**src/rtl/stack_engine.sv**
```systemverilog
// stack_engine: block-stacking game engine with bounce movement, overlap trimming,
// lives, win detection and a draw_req/draw_ack handshake to the display.
module stack_engine #(
    parameter int SCREEN_W    = 160,
    parameter int X_W         = 8,
    parameter int Y_W         = 7,
    parameter int BLOCK_W0    = 32,
    parameter int BLOCK_H     = 8,
    parameter int BASE_Y      = 120,
    parameter int MAX_LEVEL   = 14,
    parameter int LIVES       = 3,
    parameter int SPEED_SHIFT = 2,
    parameter int SCORE_W     = 4
) (
    input  logic               clk,
    input  logic               reset,
    input  logic               tick,
    input  logic               start,
    input  logic               drop,
    input  logic               draw_ack,
    output logic [X_W-1:0]     x,
    output logic [Y_W-1:0]     y,
    output logic [X_W-1:0]     width,
    output logic [X_W-1:0]     prev_x,
    output logic [X_W-1:0]     prev_width,
    output logic [SCORE_W-1:0] score,
    output logic [3:0]         chances,
    output logic               overlap,
    output logic [1:0]         game_status,
    output logic               draw_req
);
    typedef enum logic [2:0] {IDLE, SPAWN, MOVE, EVAL, PLACE, MISS, OVER, WIN} state_t;

    localparam logic [X_W-1:0] X_HOME = X_W'((SCREEN_W - BLOCK_W0) / 2);
    localparam logic [X_W-1:0] W_INIT = X_W'(BLOCK_W0);
    localparam logic [Y_W-1:0] Y_INIT = Y_W'(BASE_Y - BLOCK_H);

    state_t         state;
    logic           dir_left, drop_pend, at_right, at_left, hit;
    logic [X_W-1:0] step_raw, step, x_max, x_next, lo;
    logic [X_W:0]   r_cur, r_prev, hi;
    logic [Y_W-1:0] spawn_y;

    always_comb begin
        step_raw = X_W'(score >> SPEED_SHIFT) + X_W'(1);
        step     = step_raw > width ? width : step_raw;
        x_max    = X_W'(SCREEN_W) - width;
        at_right = ({1'b0, x} + {1'b0, step}) >= {1'b0, x_max};
        at_left  = x <= step;
        x_next   = dir_left ? (at_left ? '0 : x - step) : (at_right ? x_max : x + step);
        lo       = x > prev_x ? x : prev_x;
        r_cur    = {1'b0, x} + {1'b0, width};
        r_prev   = {1'b0, prev_x} + {1'b0, prev_width};
        hi       = r_cur < r_prev ? r_cur : r_prev;
        hit      = hi > {1'b0, lo};
        spawn_y  = Y_W'(BASE_Y - BLOCK_H * (int'(score) + 1));
    end

    always_ff @(posedge clk) begin
        if (reset || (start && (state == IDLE || state == OVER || state == WIN))) begin
            state       <= reset ? IDLE : SPAWN;
            x           <= '0;
            y           <= Y_INIT;
            width       <= W_INIT;
            prev_x      <= X_HOME;
            prev_width  <= W_INIT;
            score       <= '0;
            chances     <= 4'(LIVES);
            overlap     <= 1'b0;
            game_status <= 2'b00;
            draw_req    <= 1'b0;
            dir_left    <= 1'b0;
            drop_pend   <= 1'b0;
        end else begin
            // a new frame request in the same cycle outranks the ack clearing it
            if (draw_req && draw_ack) draw_req <= 1'b0;
            case (state)
                SPAWN: if (!draw_req || draw_ack) begin
                    x           <= '0;
                    dir_left    <= 1'b0;
                    y           <= spawn_y;
                    draw_req    <= 1'b1;
                    game_status <= 2'b01;
                    state       <= MOVE;
                end
                MOVE: begin
                    if (draw_req) drop_pend <= drop_pend | drop;
                    else if (drop || drop_pend) begin
                        drop_pend <= 1'b0;
                        state     <= EVAL;
                    end else if (tick) begin
                        x        <= x_next;
                        dir_left <= dir_left ? !at_left : at_right;
                        draw_req <= 1'b1;
                    end
                end
                EVAL: state <= hit ? PLACE : MISS;
                PLACE: begin
                    overlap     <= 1'b1;
                    prev_x      <= lo;
                    prev_width  <= X_W'(hi - {1'b0, lo});
                    width       <= X_W'(hi - {1'b0, lo});
                    x           <= lo;
                    score       <= score + SCORE_W'(1);
                    draw_req    <= 1'b1;
                    state       <= score == SCORE_W'(MAX_LEVEL - 1) ? WIN : SPAWN;
                    game_status <= score == SCORE_W'(MAX_LEVEL - 1) ? 2'b11 : game_status;
                end
                MISS: begin
                    overlap     <= 1'b0;
                    chances     <= chances - 4'd1;
                    draw_req    <= 1'b1;
                    state       <= chances == 4'd1 ? OVER : SPAWN;
                    game_status <= chances == 4'd1 ? 2'b10 : game_status;
                end
                default: ;
            endcase
        end
    end
endmodule

```
**config.mk**
```make
export PLATFORM = sky130hd
export DESIGN_NAME = stack_engine
export DESIGN_NICKNAME = d
export VERILOG_FILES = /design/src/rtl/stack_engine.sv
export SDC_FILE = /design/constraint.sdc
export NUM_CORES = 1
export LEC_CHECK = 0
export CORE_MARGIN = 2
export CORE_UTILIZATION = 62
export CTS_CLUSTER_SIZE = 14
export DETAILED_ROUTE_END_ITERATION = 8
export PLACE_DENSITY = 0.87
export SLEW_MARGIN = 20
export SYNTH_ARGS = -nofsm -noshare
export SYNTH_HDL_FRONTEND = slang
export SYNTH_SLANG_ARGS = --single-unit
```
**constraint.sdc**
```tcl
create_clock -name clk -period 8.42 [get_ports clk]
set_input_delay 0.842 -clock clk [delete_from_list [all_inputs] [get_ports clk]]
set_output_delay 0.842 -clock clk [all_outputs]
set_load 0.1 [all_outputs]
```
[After elaboration in Yosys (flattened, before gate mapping)]
Index checks and enable logic that the tools add are counted.
Operators by class
  add/subtract/negate cells: 12
  order comparisons: 6
  equal/unequal tests: 18
  mux-type cells: 39
  bitwise gates (word level): 1
  reductions and logical operators: 23
Operators with widths (count)
  $mux 8: 9
  $add 8x8->9: 3
  $pmux 8 s3: 1
  $mux 3: 6
  $sub 8x8->8: 2
  $pmux 3 s5: 1
  $mux 1: 14
  $eq 3x3->1 const B: 4
  $ne 2x2->1 const B: 6
  $reduce_and 5->1: 2
  $ge 9x8->1: 1
  $gt 9x8->1: 1
  $lt 9x9->1: 1
  $mux 9: 1
  $ne 3x3->1 const B: 3
  $add 4x1->4 const B: 2
  $add 8x8->8: 1
  $gt 3x8->1: 1
  $gt 8x8->1: 1
  $le 8x8->1: 1
  $reduce_and 4->1: 2
  $sub 8x8->8 const A: 1
  $sub 7x7->7 const A: 1
  $eq 3x2->1 const B: 2
  other kinds (19): 32
Storage, ports and cells
  bits in registers: 48
  input port bits: 6
  output and inout bits: 51
  word-level logic and storage cells: 111

[Depth between registers and ports, before layout]
Gate-level depths: netlist (run 1).
  word-level depth: 11
  gate-level depth with buffers: 22
  mapped depth without buffers: 22

[Least setup slack after synthesis (run 1)]
OpenSTA, ideal clock, no wires.
  kind: flip-flop to flip-flop
  from: register prev_width[1]
  to: register state[0] (data pin)
  arrival time: 5441 ps
  data required time: 8244 ps
  path slack: 2803 ps
  cell stages (with the launch flop): 21
  clock period less this slack: 5617 ps
  cell sequence: dfxtp_1 > ha_1 > a21o_1 > a211oi_1 > nor2_1 > o41ai_1 > xor2_1 > inv_1 > ha_1 > a2111oi_0 > a21oi_1 > a21oi_1 > clkbuf_1 > o21ai_0 > ha_1 > or4_1 > o21ai_0 > a21oi_1 > a21oi_1 > a21oi_1 > o32ai_1
Between the ends
  cells in the longest elaborated chain, start to end: 7
Ends and longest elaborated chain
  start: declaration: RTL line 25  | output logic [X_W-1:0] prev_width,
  start signal: assignment: RTL line 101  | prev_width <= X_W'(hi - {1'b0, lo});
  $add 8x8->9, on equally long branches
  $lt 9x9->1: RTL line 54  | hi = r_cur < r_prev ? r_cur : r_prev;
  $mux 9 *: RTL line 54
  $gt 9x8->1 *: RTL line 55  | hit = hi > {1'b0, lo};
  $mux 1 *: RTL line 97  | EVAL: state <= hit ? PLACE : MISS;
  $pmux 3 s5 *: RTL line 77  | case (state)
  $mux 3 *: RTL line 60  | if (reset || (start && (state == IDLE || state == OVER || state == WIN))) begin
  end signal: assignment: RTL line 61  | state <= reset ? IDLE : SPAWN;
  end signal: assignment: RTL line 97
  end signal: assignment: RTL line 106  | state <= score == SCORE_W'(MAX_LEVEL - 1) ? WIN : SPAWN;
  end: declaration: RTL line 38  | state_t state;
Every way passes the cells marked *; elsewhere a longest branch is shown, timed or not.
A chain may end at the register's enable or synchronous reset.

[Worst setup path after layout (run 1)]
  from: register x[1]
  to: register state[0] (data pin)
Between the ends
  cells in the longest elaborated chain, start to end: 7
Ends and longest elaborated chain
  start: declaration: RTL line 21  | output logic [X_W-1:0] x,
  start signal: assignment: RTL line 92  | x <= x_next;
  start signal: assignment: RTL line 103  | x <= lo;
  $add 8x8->9: RTL line 52  | r_cur = {1'b0, x} + {1'b0, width};
  $lt 9x9->1: RTL line 54
  $mux 9: RTL line 54
  $gt 9x8->1 *: RTL line 55
  $mux 1 *: RTL line 97
  $pmux 3 s5 *: RTL line 77
  $mux 3 *: RTL line 60
Marked as above.

==> out/results.tsv, run 1 <==
metric	value	unit
status	complete, no violations	
# diodes	0	
worst reg2reg endpoint	state[0]$_DFFE_PP_	
Nets	752	
setup TNS	0	ps
Cells after Synth	625	
Clock Tree Buf Depth	2	
post-synthesis mux area share	4.29	%
core footprint	7810	um2
WP data arrival	6070	ps
# DRC	0	
routed wire length on met2	7140	um
post-route minimum period	5930	ps
number of buffers added on ports	53	
Die ar.	8870	um2
RSZ-0062 raised after global routing	no	
die width	94.2	um
compound-cell area share of the yosys netlist	24.4	%
Fmax	169	MHz
hold-critical path endpoint	y[6]$_SDFFE_PP1P_	
DR vias/cell	6.44	
hold path start	y[6]$_SDFFE_PP1P_	
FP Rows	32	
aggregate global-route resource usage	34.1	%
Max H-tree Level	2	
Worst Path Max Fanout	14	
area delta synth->final	12.4	%
final cell count without fillers	770	
slowest CP cell	a21oi_1	
Final Setup Violations	0	
critical path class	reg2reg	
Hold Path Class	reg2reg	
TritonRoute pass-1 iters	5	
hpwl dp	11400	um
Setup crit end kind	flop	
syn avg cell area	8.07	um2
commonest non-fill, non-tap cell in the layout	ha_1	
uppermost layer routed	met4	
DR WL met3	960	um
Reg-to-Reg Start	x[1]$_SDFFE_PP0P_	
Adder-Cell Fraction of Synth Area	20.4	%
first-pass GRT wire length	23700	um
initial core utilization	64.6	%
Hold Path Stages	2	
required time of the worst setup path	8560	ps
crit-path max cell delay	760	ps
gr ovfl total	0	
worst clock skew	9.46	ps
XOR/XNOR Fraction of Synth Area	6.08	%
cell mode on critical path	a21oi_1	
Netlist cell types	72	
Worst Tran Pin Value	1010	ps
Worst slew margin	32.7	%
Max Slew Vio Count	0	
CTS sink count	45	
mapped cell area	5040	um2
Post-Synth Simple-Gate Area	19.6	%
final wirelength	14700	um
Worst-path clk slew	90	ps
EDFF count, synth	3	
post-route cell area	5670	um2
ys async rst share	0	%
Yosys Warn Count	0	
Synth Flop Type	dfxtp_1	
met1 wire length	5950	um
Final GP Congestion	1.02	
Routed wire per std cell	19.1	um
Worst setup SP type	flop	
DP Area	5580	um2
total vias in the final route	4958	
CTS buffer count	5	
number of max-cap violations	0	
antenna violations before repair	0	
Ports	57	
vias in the first global route	4717	
largest net degree at the start of global routing	24	
TritonCTS clock tree	done	
Post-DRT Antenna Nets	0	
largest family of logic cells by synthesized area	compound AO/OA/AOI/OAI gates	
DRT iter0 DRCs	409	
Cells after DPL	762	
share of cells above drive strength 1	4.94	%
sequential area share after synthesis	18.5	%
Clock Tree Root	clkbuf_8	
Die Ht	94.2	um
cells on worst reg2reg path	19	
Seq cells post-synth	45	
Post CTS Setup Buffer Count	0	
commonest cells after routing, fill and taps aside	ha_1 (74), clkdlybuf4s50_1 (53), nor2_1 (52)	
Final Cycle Share	70.5	%
cell chain of the critical path	ha_1 -> a21o_1 -> a211oi_1 -> nor2_1 -> o41ai_1 -> xor2_1 -> inv_1 -> ha_1 -> a2111oi_0 -> a21oi_1 -> a21oi_1 -> o21ai_0 -> ha_1 -> nor2b_1 -> o31ai_1 -> a21oi_1 -> a21oi_1 -> a21oi_1 -> o32ai_1	
FF-to-FF setup slack	2490	ps
CTS Hold Bufs	0	
clock latency on the worst-skew pair	310	ps
final hold vios	0	
post_cts resized	0	
==> cells in the mapped netlist (all sizes together) (4+ instances only) <==
| library cell | n | area share (%) |
|---|---|---|
| a2111oi | 5 | 1.1 |
| a211oi | 19 | 2.8 |
| a21o | 7 | 1.0 |
| a21oi | 45 | 4.5 |
| and2 | 8 | 1.1 |
| and3 | 6 | 0.74 |
| buf | 18 | 2.8 |
| clkbuf | 14 | 1.0 |
| dfxtp | 42 | 17 |
| fa | 5 | 2.0 |
| ha | 74 | 18 |
| inv | 38 | 2.8 |
| mux2 | 5 | 1.1 |
| mux2i | 16 | 3.2 |
| nand2 | 47 | 3.5 |
| nand2b | 8 | 0.99 |
| nand3 | 16 | 1.7 |
| nand4 | 5 | 0.62 |
| nor2 | 52 | 3.9 |
| nor2b | 12 | 1.6 |
| nor3 | 13 | 1.3 |
| nor3b | 6 | 1.1 |
| o211ai | 13 | 1.9 |
| o21a | 10 | 1.5 |
| o21ai | 35 | 3.5 |
| o21bai | 4 | 0.60 |
| o31ai | 7 | 1.0 |
| or3 | 6 | 0.87 |
| xnor2 | 15 | 2.6 |
| xor2 | 20 | 3.5 |
==> critical path, delay by kind of cell (launching register included) <==
family,cells,cell delay [ps]
simple gates,2,260
xor+xnor,1,270
flops,1,600
fa+ha+maj,3,1000
buf+inv,1,70
compound gates,12,3580
==> cell families (layout without fill, tap and decap cells) <==
logic type,after synthesis,count (layout)
and+or+nand+nor,193,193
AOI/OAI and AO/OA,180,180
adders and majority gates,79,79
buffers and inverters,70,102
DFF,45,45
xor gates and xnor gates,35,35
muxes,21,21
other,2,13
==> flip-flops by register name, summed over array words and instances, names as in the netlist <==
register,flops
prev_width,8
prev_x,8
x,8
chances,4
score,4
y,4
state,3
game_status,2
dir_left,1
draw_req,1
drop_pend,1
overlap,1
==> worst max-delay path by stage <==
stage | startpoint | end | cells after the start
2_1_floorplan | prev_width[1]$_SDFFE_PP0P_ | state[0]$_DFFE_PP_ | 20
3_3_place_gp | x[1]$_SDFFE_PP0P_ | state[0]$_DFFE_PP_ | 19
3_5_place_dp | x[1]$_SDFFE_PP0P_ | state[0]$_DFFE_PP_ | 19
4_1_cts | x[1]$_SDFFE_PP0P_ | state[0]$_DFFE_PP_ | 19
5_1_grt | x[1]$_SDFFE_PP0P_ | state[0]$_DFFE_PP_ | 19
6_report | x[1]$_SDFFE_PP0P_ | state[0]$_DFFE_PP_ | 19
==> layout make-up <==
cell class / count / area (um2)
flip-flops and latches: 45 / 931
repair buffers: 56 / 553
multi-input cells: 521 / 3820
inverters: 38 / 143
clock inverters: 3 / 21.3
well taps: 102 / 128
fillers: 644 / 2140
clock buffers: 5 / 68.8
==> through the flow <==
stage               hold WS [ps]  util [%]  worst slack, ps
floorplan                    507         -             2800
global placement             459      71.4             2690
detailed placement           477      71.4             2590
CTS                          494      72.6             2540
global route                 525      72.6             1720
finish                       488      72.6             2490
==> per-layer routing <==
layer	vias up	global-route usage [%]
met2	227	58.7
met4	0	14.3
li1	2359	-
met5	-	0
met3	54	4.33
met1	2318	42.8
Power of run 1 is left out: the tool's default activity adds up to more than one toggle a clock period on the data nets, which glitch-free logic cannot reach.
==> run 2, diff against run 1 <==
--- a/config.mk
+++ b/config.mk
@@ -6,10 +6,10 @@
 export NUM_CORES = 1
 export LEC_CHECK = 0
 export CORE_MARGIN = 2
-export CORE_UTILIZATION = 62
+export CORE_UTILIZATION = 53
 export CTS_CLUSTER_SIZE = 14
 export DETAILED_ROUTE_END_ITERATION = 8
-export PLACE_DENSITY = 0.87
+export PLACE_DENSITY = 0.79
 export SLEW_MARGIN = 20
 export SYNTH_ARGS = -nofsm -noshare
 export SYNTH_HDL_FRONTEND = slang
==> constraint.sdc (replaced) <==
create_clock -name clk -period 5.3 [get_ports clk]
set_input_delay 0.53 -clock clk [delete_from_list [all_inputs] [get_ports clk]]
set_output_delay 0.53 -clock clk [all_outputs]
set_load 0.1 [all_outputs]
==> run 2 against run 1 <==
Non-clock buffer count is 18 higher. Global-route usage is 4.2 points lower. Cell area is 4.9% higher. Routed wire length is 4.1% higher. Clock skew is 9.6 ps higher. Clock-buffer cell count is 1 higher. Die area is 16% higher. Core utilization is 8.2 points lower.
==> out/results.tsv, run 2 (synthesis results as in run 1) <==
metric	value	unit	change
DP Area	5730	um2	+2.8%
cells on worst reg2reg path	19		unchanged
Post-DRT Antenna Nets	0		unchanged
Final Cycle Share	94.5	%	+24 points
TritonRoute pass-1 iters	5		unchanged
Clock Tree Buf Depth	2		unchanged
WP data arrival	5200	ps	-870 ps
# DRC	0		unchanged
Final GP Congestion	0.970		-5.2%
core footprint	9240	um2	+18%
post-route minimum period	5010	ps	-927 ps
Worst slew margin	26.8	%	-5.9 points
aggregate global-route resource usage	29.9	%	-4.2 points
CTS buffer count	5		unchanged
FF-to-FF setup slack	290	ps	-2190 ps
largest net degree at the start of global routing	30		+25%
Final Setup Violations	0		unchanged
critical path class	reg2reg		
total vias in the final route	4917		-0.83%
initial core utilization	54.6	%	-10 points
Reg-to-Reg Start	score[3]$_SDFFE_PP0P_		
area delta synth->final	18.0	%	
CTS Hold Bufs	0		unchanged
antenna violations before repair	0		unchanged
vias in the first global route	4512		-4.3%
clock latency on the worst-skew pair	310	ps	about the same
DR vias/cell	6.03		-6.3%
commonest non-fill, non-tap cell in the layout	ha_1		
Max Slew Vio Count	0		unchanged
TritonCTS clock tree	done		
status	complete, no violations		
Max H-tree Level	2		unchanged
Routed wire per std cell	18.7	um	-1.7%
# diodes	0		unchanged
CTS sink count	45		unchanged
DRT iter0 DRCs	346		-15%
Nets	770		+2.4%
final wirelength	15300	um	+4.1%
Worst Tran Pin Value	1100	ps	+92.1 ps
Clock Tree Root	clkbuf_8		
Worst-path clk slew	100	ps	about the same
FP Rows	35		+9.4%
setup TNS	0	ps	unchanged
number of max-cap violations	0		unchanged
Die Ht	102	um	+7.8%
worst reg2reg endpoint	x[0]$_SDFFE_PP0P_		
Worst setup SP type	flop		
Worst Path Max Fanout	8		-6
share of cells above drive strength 1	9.91	%	+5.0 points
worst clock skew	19.0	ps	+9.56 ps
Hold Path Class	reg2reg		
gr ovfl total	0		unchanged
required time of the worst setup path	5500	ps	-3060 ps
final hold vios	0		unchanged
die width	102	um	+7.8%
Die ar.	10300	um2	+16%
Setup crit end kind	flop		
hpwl dp	11700	um	+2.6%
hold path start	y[4]$_SDFFE_PP1P_		
number of buffers added on ports	53		unchanged
Largest regs	prev_width x8, prev_x x8, x x8		
first-pass GRT wire length	23900	um	+0.70%
Hold Path Stages	2		unchanged
commonest cells after routing, fill and taps aside	ha_1 (74), clkdlybuf4s50_1 (53), nor2_1 (52)		
Fmax	200	MHz	+19%
Ports	57		unchanged
hold-critical path endpoint	y[4]$_SDFFE_PP1P_		
post-route cell area	5950	um2	+4.9%
run 2: changes by cell type in the layout (fill, tap and decap cells not counted), moves of 3 or more:
| cell | before | now |
|---|---|---|
| a211oi_2 | 0 | 3 |
| dfxtp_1 | 42 | 35 |
| a211oi_1 | 19 | 16 |
| buf_4 | 3 | 20 |
| a21oi_1 | 44 | 41 |
| dfxtp_2 | 0 | 5 |
run 2: how the worst max path moves through the flow:
stage / start / to / slack, ps / cells past startpoint
2_1_floorplan: x[2]$_SDFFE_PP0P_ / state[0]$_DFFE_PP_ / -140 / 19
3_3_place_gp: score[3]$_SDFFE_PP0P_ / x[0]$_SDFFE_PP0P_ / 180 / 20
3_5_place_dp: score[3]$_SDFFE_PP0P_ / x[0]$_SDFFE_PP0P_ / 10 / 20
4_1_cts: score[3]$_SDFFE_PP0P_ / x[0]$_SDFFE_PP0P_ / 100 / 20
5_1_grt: score[3]$_SDFFE_PP0P_ / x[0]$_SDFFE_PP0P_ / -10 / 19
6_report: score[3]$_SDFFE_PP0P_ / x[0]$_SDFFE_PP0P_ / 290 / 19
run 2: final cells by class:
| class | count | area (um2) |
|---|---|---|
| Multi-Input combinational cell | 521 | 3890 |
| Fill cell | 798 | 3290 |
| Sequential cell | 45 | 945 |
| Timing Repair Buffer | 74 | 692 |
| Tap cell | 129 | 161 |
| Inverter | 38 | 143 |
| Clock buffer | 6 | 72.6 |
| Clock inverter | 2 | 38.8 |
run 2: per-stage QoR:
| step | worst slack, ps | util [%] | hold WS (ps) | cells |
|---|---|---|---|---|
| final | 293 | 64.4 | 488 | 815 |
| after global routing | -9.79 | 64.4 | 522 | 815 |
| after CTS | 97.0 | 63.3 | 493 | 812 |
| after detailed placement | 12.5 | 62.0 | 470 | 804 |
| after global placement | 179 | 62.0 | 461 | 804 |
| after floorplan | -136 | - | 507 | 636 |
run 2: metal layers:
layer | track usage [%] | wire [um] | up-vias
li1 | - | - | 2391
met2 | 48.6 | 7110 | 187
met5 | 0 | 0 | -
met1 | 40.8 | 6730 | 2299
met3 | 3.66 | 905 | 40
met4 | 10.5 | 522 | 0
run 2: critical path: stages (launching register included):
cell,delay [ps]
dfxtp_2,360
ha_1,340
ha_1,320
and3_1,210
nor4_4,330
nand2_1,80
o21ai_0,120
ha_1,260
inv_1,70
fa_1,390
nand2b_1,240
a2111oi_2,410
a211oi_2,100
ha_1,300
o21ai_1,70
nor2_1,200
a21oi_4,120
a21oi_1,230
mux2_2,350
a2111oi_0,390
run 2: what timing repair did:
| action | in CTS | in global routing |
|---|---|---|
| gates cloned | 0 | 0 |
| resized for setup | 1 | 18 |
| endpoints found under the setup margin | 1 | 13 |
| pin swaps | 0 | 3 |
| buffers inserted | 0 | 3 |
Power of run 2 is left out for the same reason.
==> edit 1: new RTL, settings of run 2 <==
`X_W`: 8 -> 10.
--- a/src/rtl/stack_engine.sv
+++ b/src/rtl/stack_engine.sv
@@ -2,7 +2,7 @@
 // lives, win detection and a draw_req/draw_ack handshake to the display.
 module stack_engine #(
     parameter int SCREEN_W    = 160,
-    parameter int X_W         = 8,
+    parameter int X_W         = 10,
     parameter int Y_W         = 7,
     parameter int BLOCK_W0    = 32,
     parameter int BLOCK_H     = 8,
Interface: changed (resized prev_width, prev_x, width and x); port bits go from 57 to 65. The function was not compared with the original's and may differ.
==> edit 1 against run 2 <==
Sequential cell count grew 6; sequential share of layout area shrank 0.62 points; setup slack lost 0.15 ns; design area grew 20%; synthesized cell count grew 16%; routed wire length grew 13%; area after synthesis grew 16%; highest routed layer unchanged; critical endpoint is now state[0]; fmax shrank 2.9%.
Power is left out: the tool's default activity adds up to more than one toggle a clock period on the data nets, which glitch-free logic cannot reach.
==> edit 1: results (changes against run 2) <==
status=finished clean; Arrival @ worst endpoint=5.33 ns (+0.13 ns); post-place instance area=0.00675 mm² (+18%); Post-Syn Instances=723 (+16%); R2R Path Start=prev_x[0]; met2 WL post-DR=8200 µm (+15%); Yosys cell types=78 (+8.3%); Reg-to-Reg End=state[0]; first-pass GRT wire length=26900 µm (+13%); vias in the first global route=5349 (+19%); xor and xnor area share after synthesis=7.18% (+1.1 points); post-synthesis compound-gate area fraction=23.7% (-0.74 points); Clock Latency Late Sink=approximately 0.32 ns; Cells after DPL=927 (+15%); Finished Layout Cells=947 (+16%); Final Skew=0.00637 ns (-0.0126 ns); port bufs=61 (+15%); total track usage=28.8% (-1.1 points); mux contribution to synthesized area=5.28% (+0.99 points); share of layout cells above drive strength 1=14.6% (+4.7 points); synth top area cells=ha_1, dfxtp_1, xnor2_1, a21oi_1, nor2_1; pre-CTS setup slack=-0.116 ns (-0.129 ns); ys flop type=dfxtp_1; clock buffer depth=2 (unchanged); Metal-1 WL=7440 µm (+11%); largest registers=prev_width: 10 flops, prev_x: 10 flops, x: 10 flops; R2R cell count=25 (+6); DR vias=5830 (+19%); commonest cells in the netlist=ha_1, nor2_1, a21oi_1; Starting DRT DRC Count=444 (+28%); # diodes=0 (unchanged); crit-path max FO=7 (-1); HPWL Detailed=13600 µm (+16%); final net count=907 (+18%); R2R Setup Slk=0.14 ns (-0.15 ns); Worst-Margin Slew=0.987 ns (-0.112 ns); post-synthesis sequential area ratio=18.0% (-0.51 points); Detailed Route WL=17300 µm (+13%); htree depth=2 (unchanged); worst hold slack=0.496 ns (+0.00807 ns); adder-cell area share of the yosys netlist=21.0% (+0.60 points); Final GP Congestion=0.996 (+2.7%); met3 wire len=1250 µm (+38%); largest net degree at the start of global routing=27 (-10%)
-- edit 1: timing repair --
item                                    4_1_cts  5_1_grt
endpoints found under the setup margin        4       16
setup buffers                                 0       11
pin swaps                                     0       21
resized for setup                             3       30
-- edit 1: kinds of logic (layout without fill, tap and decap cells) --
kind of cell,after synthesis,in the layout
AO/OA/AOI/OAI,197,197
XOR/XNOR,48,48
adder cells (fa/ha/maj),95,95
buffers and inverters,87,156
flip-flops,51,51
multiplexers,30,30
other,2,17
AND/OR/NAND/NOR,213,213
-- edit 1: worst max path at each step --
stage,to,slack [ns],cells after the start
final,state[0],0.14,25
after global routing,state[0],-0.03,25
after CTS,x[7],0.02,20
after detailed placement,state[0],-0.12,22
after global placement,state[0],0.10,22
after floorplan,x[7],-0.09,22
-- edit 1: cell type report --
class | count | area, µm²
Multi-Input combinational cell | 600 | 4640
Fill cell | 877 | 3680
Sequential cell | 51 | 1080
Timing Repair Buffer | 103 | 926
Tap cell | 140 | 175
Inverter | 45 | 169
Clock buffer | 5 | 68.8
Clock inverter | 3 | 47.5
-- edit 1: worst max-delay path, cell delays in order (launching register included) --
cell	delay [ns]
dfxtp_4	0.38
ha_2	0.20
fa_2	0.37
a21o_1	0.22
a211oi_2	0.20
nor2_2	0.09
o41ai_4	0.36
buf_4	0.18
o21ai_0	0.11
inv_1	0.08
ha_1	0.23
nand2_1	0.07
a21oi_1	0.05
o31ai_1	0.07
nand2_1	0.09
a31o_4	0.25
nand2_1	0.09
o21ai_2	0.06
ha_1	0.30
nor2b_1	0.16
o31a_1	0.27
o31a_1	0.35
o21bai_2	0.19
a211oi_2	0.10
o41a_1	0.34
a211oi_2	0.19
-- edit 1: metal layers --
metal	GRT usage (%)	up-vias
li1	-	2783
met1	39.4	2763
met2	48.6	249
met3	1.79	35
met4	8.61	0
met5	0	-
==> edit 2: new RTL, settings of run 2 <==
Made on the original files. Encoding of `state_t`: now Gray code (3 bits for 8 states).
--- a/src/rtl/stack_engine.sv
+++ b/src/rtl/stack_engine.sv
@@ -29,7 +29,7 @@
     output logic [1:0]         game_status,
     output logic               draw_req
 );
-    typedef enum logic [2:0] {IDLE, SPAWN, MOVE, EVAL, PLACE, MISS, OVER, WIN} state_t;
+    typedef enum logic [2:0] {IDLE = 3'b000, SPAWN = 3'b001, MOVE = 3'b011, EVAL = 3'b010, PLACE = 3'b110, MISS = 3'b111, OVER = 3'b101, WIN = 3'b100} state_t;
 
     localparam logic [X_W-1:0] X_HOME = X_W'((SCREEN_W - BLOCK_W0) / 2);
     localparam logic [X_W-1:0] W_INIT = X_W'(BLOCK_W0);
Behaviour: same outputs for any inputs over 10 cycles, from zero or initial values; not proved beyond that.
==> edit 2 against run 2 <==
Routed wire length fell by 14%; synthesized cell count fell by 8.2%; setup slack improved by 0.0014 ns; area after synthesis down 6.7%; via count fell by 8.1%; cell count decreased by 9.2%; sequential cell count is the same; clock skew fell by 0.0096 ns; sequential share of layout area grew 1.4 points; design area decreased by 7.2%.
==> edit 2: results (changes against run 2) <==
HPWL Detailed=10300 µm (-12%); pre-CTS setup slack=0.0157 ns (+0.00322 ns); postcts setup bufs=0 (unchanged); Arrival @ worst endpoint=5.22 ns (+0.02 ns); GRT busiest layer=met2; met2 Use GR=45.2% (-3.5 points); first-pass GRT wire length=20800 µm (-13%); post-synthesis compound-gate area fraction=24.6% (+0.11 points); Detailed Route WL=13100 µm (-14%); Starting DRT DRC Count=243 (-30%); CP max-delay cell=or3b_2; Yosys cell types=65 (-9.7%); wire per inst=17.8 µm (-5.3%); post-synthesis sequential area ratio=19.8% (+1.3 points); met2 WL post-DR=6410 µm (-9.9%); status=finished clean; # diodes=0 (unchanged); GRT met3 Usage=2.65% (-1.0 points); largest net degree at the start of global routing=36 (+20%); Slew HR=34.2% (+7.5 points); Metal-1 WL=5640 µm (-16%); worst hold slack=0.472 ns (-0.0152 ns); met1 GRT Util=34.8% (-6.0 points); Tmin final=5.01 ns (-0.00144 ns); Worst setup startpoint=score[2]; Final GP Congestion=0.923 (-4.8%); Max stage delay on crit path=0.46 ns (+0.05 ns); total track usage=26.4% (-3.5 points); Final Skew=0.00946 ns (-0.00956 ns); adder-cell area share of the yosys netlist=21.6% (+1.2 points); Cells after DPL=731 (-9.1%); synth top area cells=ha_1, dfxtp_1, a21oi_1, nor2_1, xnor2_1; Clock Latency Late Sink=0.31 ns (about the same); hold path startpoint=overlap; mux contribution to synthesized area=4.74% (+0.44 points); final net count=715 (-7.1%); xor and xnor area share after synthesis=6.71% (+0.62 points); crit-path max FO=7 (-1); R2R cell count=18 (-1); commonest cells in the netlist=ha_1, nor2_1, nand2_1; post-place instance area=0.00538 mm² (-6.1%); share of layout cells above drive strength 1=12.2% (+2.3 points)
[edit 2: changes by cell type after synthesis, sizes merged, moves of 7 or more]
cell / run 2 / this run
and2: 8 / 1
o21ai: 35 / 24
nor2b: 12 / 4
nand3: 16 / 8
a32oi: 0 / 8
a21o: 7 / 15
[edit 2: power breakdown]
group | internal, mW | switching, mW | total (mW)
Clock | 0.0939 | 0.133 | 0.227
Sequential | 0.402 | 0.0926 | 0.494
Combinational | 0.787 | 1.33 | 2.12
Total | 1.28 | 1.55 | 2.84
[edit 2: worst max-delay path: cells and delay by family, from the launching register on]
kind            cells  cell delay [ns]
flops               1             0.38
compound gates      8             1.57
xor+xnor            1             0.16
fa+ha+maj           4             1.16
mux                 2             0.75
simple gates        3             0.89
[edit 2: area by class of cell]
type / instances / area, µm²
tap: 108 / 135
fill: 745 / 3160
clock buffer: 5 / 68.8
clock inverter: 3 / 21.3
sequential: 45 / 956
inverter: 42 / 158
multi-input combinational: 464 / 3500
timing repair buffer: 73 / 681
